**config.mk**
```make
export PLATFORM = sky130hd
export DESIGN_NAME = two_req_rr_arbiter
export DESIGN_NICKNAME = d
export VERILOG_FILES = /design/src/rtl/two_req_rr_arbiter.sv
export SDC_FILE = /design/constraint.sdc
export NUM_CORES = 1
export LEC_CHECK = 0
export ABC_AREA = 1
export CELL_PAD_IN_SITES_DETAIL_PLACEMENT = 0
export CELL_PAD_IN_SITES_GLOBAL_PLACEMENT = 1
export CORE_UTILIZATION = 37
export CTS_BUF_LIST = sky130_fd_sc_hd__clkbuf_4 sky130_fd_sc_hd__clkbuf_8
export DETAILED_ROUTE_END_ITERATION = 6
export PLACE_DENSITY_LB_ADDON = 0.12
export SKIP_LAST_GASP = 1
export SLEW_MARGIN = 10
export SYNTH_ARGS = -nofsm -noshare
export SYNTH_HDL_FRONTEND = slang
export SYNTH_SLANG_ARGS = --single-unit
```
**constraint.sdc**
```tcl
create_clock -name clk -period 4.22 [get_ports clk]
set_input_delay 1.055 -clock clk [delete_from_list [all_inputs] [get_ports clk]]
set_output_delay 1.055 -clock clk [all_outputs]
set_load 0.02 [all_outputs]
```
**src/rtl/two_req_rr_arbiter.sv**
```systemverilog
// Round-robin arbiter sharing one 4-bit channel between requesters A and B,
// with a per-grant burst limit and a single registered output stage (1-cycle latency).
module two_req_rr_arbiter #(
  parameter int unsigned MAX_BURST = 4,
  parameter int unsigned CW        = 4
) (
  input  logic       clk,
  input  logic       rst,
  input  logic       a_valid,
  input  logic [3:0] a_data,
  output logic       a_ready,
  input  logic       b_valid,
  input  logic [3:0] b_data,
  output logic       b_ready,
  output logic       out_valid,
  output logic [3:0] out_data,
  input  logic       out_ready,
  output logic       sel,
  output logic       busy
);

  typedef enum logic [1:0] {IDLE, GNT_A, GNT_B} state_e;

  localparam logic [CW-1:0] MAX_CNT = CW'(MAX_BURST);

  state_e          state_q;
  logic [CW-1:0]   cnt_q;
  logic [CW-1:0]   cnt_inc;
  logic            last_b_q;
  logic            sel_q;
  logic            out_valid_q, out_valid_d;
  logic [3:0]      out_data_q, out_data_d;
  logic            stage_free;
  logic            a_acc, b_acc;
  logic            burst_done;

  assign stage_free = !out_valid_q || out_ready;
  assign a_ready    = !rst && (state_q == GNT_A) && stage_free;
  assign b_ready    = !rst && (state_q == GNT_B) && stage_free;
  assign a_acc      = a_valid && a_ready;
  assign b_acc      = b_valid && b_ready;
  assign cnt_inc    = cnt_q + 1'b1;
  assign burst_done = (cnt_inc == MAX_CNT);

  // Grant FSM; a grant is only released early when the holder drops valid.
  always_ff @(posedge clk) begin
    if (rst) begin
      state_q  <= IDLE;
      cnt_q    <= '0;
      last_b_q <= 1'b1;
      sel_q    <= 1'b0;
    end else begin
      unique case (state_q)
        IDLE: begin
          if (a_valid && (!b_valid || last_b_q)) begin
            state_q <= GNT_A;
            sel_q   <= 1'b0;
          end else if (b_valid) begin
            state_q <= GNT_B;
            sel_q   <= 1'b1;
          end
        end
        GNT_A: begin
          if (!a_valid) begin
            cnt_q    <= '0;
            last_b_q <= 1'b0;
            if (b_valid) begin
              state_q <= GNT_B;
              sel_q   <= 1'b1;
            end else begin
              state_q <= IDLE;
            end
          end else if (a_acc) begin
            if (burst_done) begin
              cnt_q <= '0;
              if (b_valid) begin
                state_q  <= GNT_B;
                sel_q    <= 1'b1;
                last_b_q <= 1'b0;
              end
            end else begin
              cnt_q <= cnt_inc;
            end
          end
        end
        GNT_B: begin
          if (!b_valid) begin
            cnt_q    <= '0;
            last_b_q <= 1'b1;
            if (a_valid) begin
              state_q <= GNT_A;
              sel_q   <= 1'b0;
            end else begin
              state_q <= IDLE;
            end
          end else if (b_acc) begin
            if (burst_done) begin
              cnt_q <= '0;
              if (a_valid) begin
                state_q  <= GNT_A;
                sel_q    <= 1'b0;
                last_b_q <= 1'b1;
              end
            end else begin
              cnt_q <= cnt_inc;
            end
          end
        end
        default: state_q <= IDLE;
      endcase
    end
  end

  always_comb begin
    out_valid_d = out_valid_q;
    out_data_d  = out_data_q;
    if (a_acc) begin
      out_valid_d = 1'b1;
      out_data_d  = a_data;
    end else if (b_acc) begin
      out_valid_d = 1'b1;
      out_data_d  = b_data;
    end else if (out_ready) begin
      out_valid_d = 1'b0;
    end
  end

  always_ff @(posedge clk) begin
    if (rst) begin
      out_valid_q <= 1'b0;
      out_data_q  <= '0;
    end else begin
      out_valid_q <= out_valid_d;
      out_data_q  <= out_data_d;
    end
  end

  assign out_valid = out_valid_q;
  assign out_data  = out_data_q;
  assign sel       = sel_q;
  assign busy      = (state_q != IDLE);

endmodule

```
==> results.json <==
{
  "outcome": "finished clean",
  "yosysSeqAreaShare_pct": 28.8,
  "crit_slowest_cell": "clkdlybuf4s50_1",
  "grt_pass1_wl_um": 3640,
  "utilization_pct": 52.1,
  "critPathTopFamily": "buffers and inverters",
  "use_met2_pct": 31.6,
  "grt_util_all_layers_pct": 18.1,
  "die_area_um2": 2640,
  "cpPeakStageDelay_ns": 0.61,
  "worstPathArrival_ns": 2.57,
  "yosysMostFrequentCell": "nand2_1",
  "required_ns": 3.16,
  "grt-ovfl-total": 0,
  "start_kind": "input port",
  "synth_edf_count": 0,
  "synth_seq_cells": 13,
  "netlist_area_um2": 902,
  "antenna_left": 0,
  "async_flop_share_pct": 0,
  "min_period_ns": 3.62,
  "synth_area_leaders": "dfxtp_1 (29%), nand2_1 (14%), ha_1 (8.3%)",
  "syn_inst": 140,
  "met3_usage_pct": 3.57,
  "die_h_um": 51.4,
  "fin_nets": 185,
  "clkLatencyLatePin_ns": 0.28,
  "cts_resized": 0,
  "io_pins": 22,
  "path_cells": "clkdlybuf4s50_1 -> inv_2 -> nand2_4 -> nor2_1 -> clkdlybuf4s50_1",
  "routed_wirelength_um": 1910,
  "fill_cells": 240,
  "drc": 0,
  "clock_sinks": 13,
  "avgRoutedWirePerCell_um": 9.91,
  "rsz0062_at_grt": "no",
  "yosysTopAreaCellShare_pct": 28.8,
  "diodes": 0,
  "setup_slack_ns": 0.596,
  "cts_root_buf": "clkbuf_4",
  "hold_violations": 0,
  "place_ws_ns": 0.578,
  "cts_setup_buffers": 0,
  "hold_slack_ns": 0.467,
  "min_period_over_period_pct": 85.9,
  "crit_fanout": 9,
  "grt-busiest-layer": "met2",
  "rows": 17,
  "rrSetupSlack_ns": 2.58,
  "yosysTopAreaCell": "dfxtp_1",
  "tightest_slew_ns": 0.357,
  "path_clk_slew_ns": 0.08,
  "port_buffers": 21,
  "finalMaxSlewViolations": 0,
  "relSlewSlack_pct": 76.1,
  "dpl_cell_area_um2": 1150,
  "met1_usage_pct": 22.2,
  "syn2layout_area_growth_pct": 30.2,
  "criticalPathCategory": "input port to output port",
  "ys_warn_count": 0,
  "grt_start_max_net_pins": 10,
  "route.detailed.vias_per_inst": 4.65,
  "synthFlopType": "dfxtp_1",
  "skew_ns": 0.00376,
  "setup_tns_ns": 0,
  "syn_nets": 159,
  "dr.pass1.iters": 4,
  "synth.distinct_cells": 24,
  "design_area_um2": 1170,
  "design.core.area_um2": 2250,
  "ys_top_cells_by_count": "nand2_1 (34), inv_1 (17), nor2_1 (17), dfxtp_1 (13), nand3_1 (8)",
  "p_leak_uw": 0.000546,
  "htreeDepth": 1,
  "die_w_um": 51.4,
  "fmax_mhz": 276,
  "dpl.hpwl_um": 1570,
  "clk_path_buf_depth": 2,
  "hold_class": "register to register",
  "cts_tree": "built",
  "num_vias": 898,
  "maxCapViolCount": 0,
  "cts_hold_buf": 0,
  "start_util_pct": 40.0,
  "end_kind": "output port",
  "setup_violations": 0,
  "grt_pass1_vias": 915,
  "critPathMostFrequentCell": "clkdlybuf4s50_1",
  "grt_antenna_before_repair": 0,
  "numCtsBuffers": 3,
  "path_buf_inv": 3,
  "p_per_area_nw_per_um2": 507,
  "drive_gt1_share_pct": 13.9,
  "ir_worst_vdd_mv": 0.279,
  "avgSynthCellArea_um2": 6.44,
  "gp_congestion": 0.843,
  "drt_first_iter_violations": 6
}
-- area by class of cell --
type / instances / area, µm² / area share, %
tap: 28 / 35.0 / 2.98
multi-input combinational: 101 / 542 / 46.1
inverter: 26 / 100 / 8.52
timing repair buffer: 21 / 210 / 17.9
clock buffer: 3 / 22.5 / 1.92
clock inverter: 1 / 5.00 / 0.426
sequential: 13 / 260 / 22.2
-- worst reg2reg max path, cell delays in order (launching register included) --
cell      delay, ns
dfxtp_1        0.44
inv_1          0.10
ha_1           0.29
nand2_1        0.12
nand2_2        0.09
nand2_2        0.09
nand2_4        0.07
inv_4          0.07
nand3b_1       0.07
nor2_1         0.10
nor2_1         0.06
nor2_1         0.08
-- registers in the layout, indices dropped and copies added, names as in the netlist --
name       count
out_valid      1
last_b_q       1
out_data       4
state_q        2
cnt_q          4
sel            1
-- final timing paths --
kind              start       end  depth (start not counted)
max                 rst   a_ready                          5
min            last_b_q  last_b_q                          2
max reg2reg  state_q[0]  cnt_q[2]                         11
min reg2reg    last_b_q  last_b_q                          2
-- cell usage in the layout (no fill, tap or decap), types with 2 or more instances in the layout --
| master | netlist | routed |
|---|---|---|
| nand2_1 | 34 | 34 |
| clkdlybuf4s50_1 | 0 | 21 |
| inv_1 | 17 | 17 |
| nor2_1 | 17 | 17 |
| dfxtp_1 | 13 | 13 |
| nand3_1 | 8 | 8 |
| inv_2 | 7 | 7 |
| a21oi_1 | 7 | 7 |
| ha_1 | 6 | 6 |
| nand2_2 | 5 | 5 |
| o21ai_1 | 4 | 4 |
| o21ai_0 | 4 | 4 |
| o211ai_1 | 3 | 3 |
| clkbuf_4 | 0 | 3 |
| nand2_4 | 2 | 2 |
| or2_0 | 2 | 2 |
| nand3_2 | 2 | 2 |
-- cell families (layout without fill, tap and decap cells) --
group           count (synthesis)  count (layout)  share of synthesized area, %
simple gates                   75              75                          39.3
fa+ha+maj                       6               6                          8.32
flops                          13              13                          28.8
buf+inv                        26              51                          11.1
compound gates                 20              20                          12.5
-- per-stage QoR --
step,instances,power [µW]
2_1_floorplan,140,419
3_3_place_gp,189,525
3_5_place_dp,189,525
4_1_cts,193,607
5_1_grt,193,660
6_report,193,596
-- metal layers --
metal | part of all wire [%] | up-vias | wire length (µm)
li1 | - | 494 | -
met1 | 49 | 383 | 943
met2 | 46 | 16 | 887
met3 | 2.8 | 5 | 53
met4 | 1.4 | 0 | 27
met5 | 0 | - | 0
-- where the power goes --
group / total (µW) / switching, µW / internal, µW
combinational: 341 / 202 / 139
sequential: 177 / 24.4 / 152
clock: 78.5 / 43.3 / 35.1
Power figures use the tool's default switching activity.
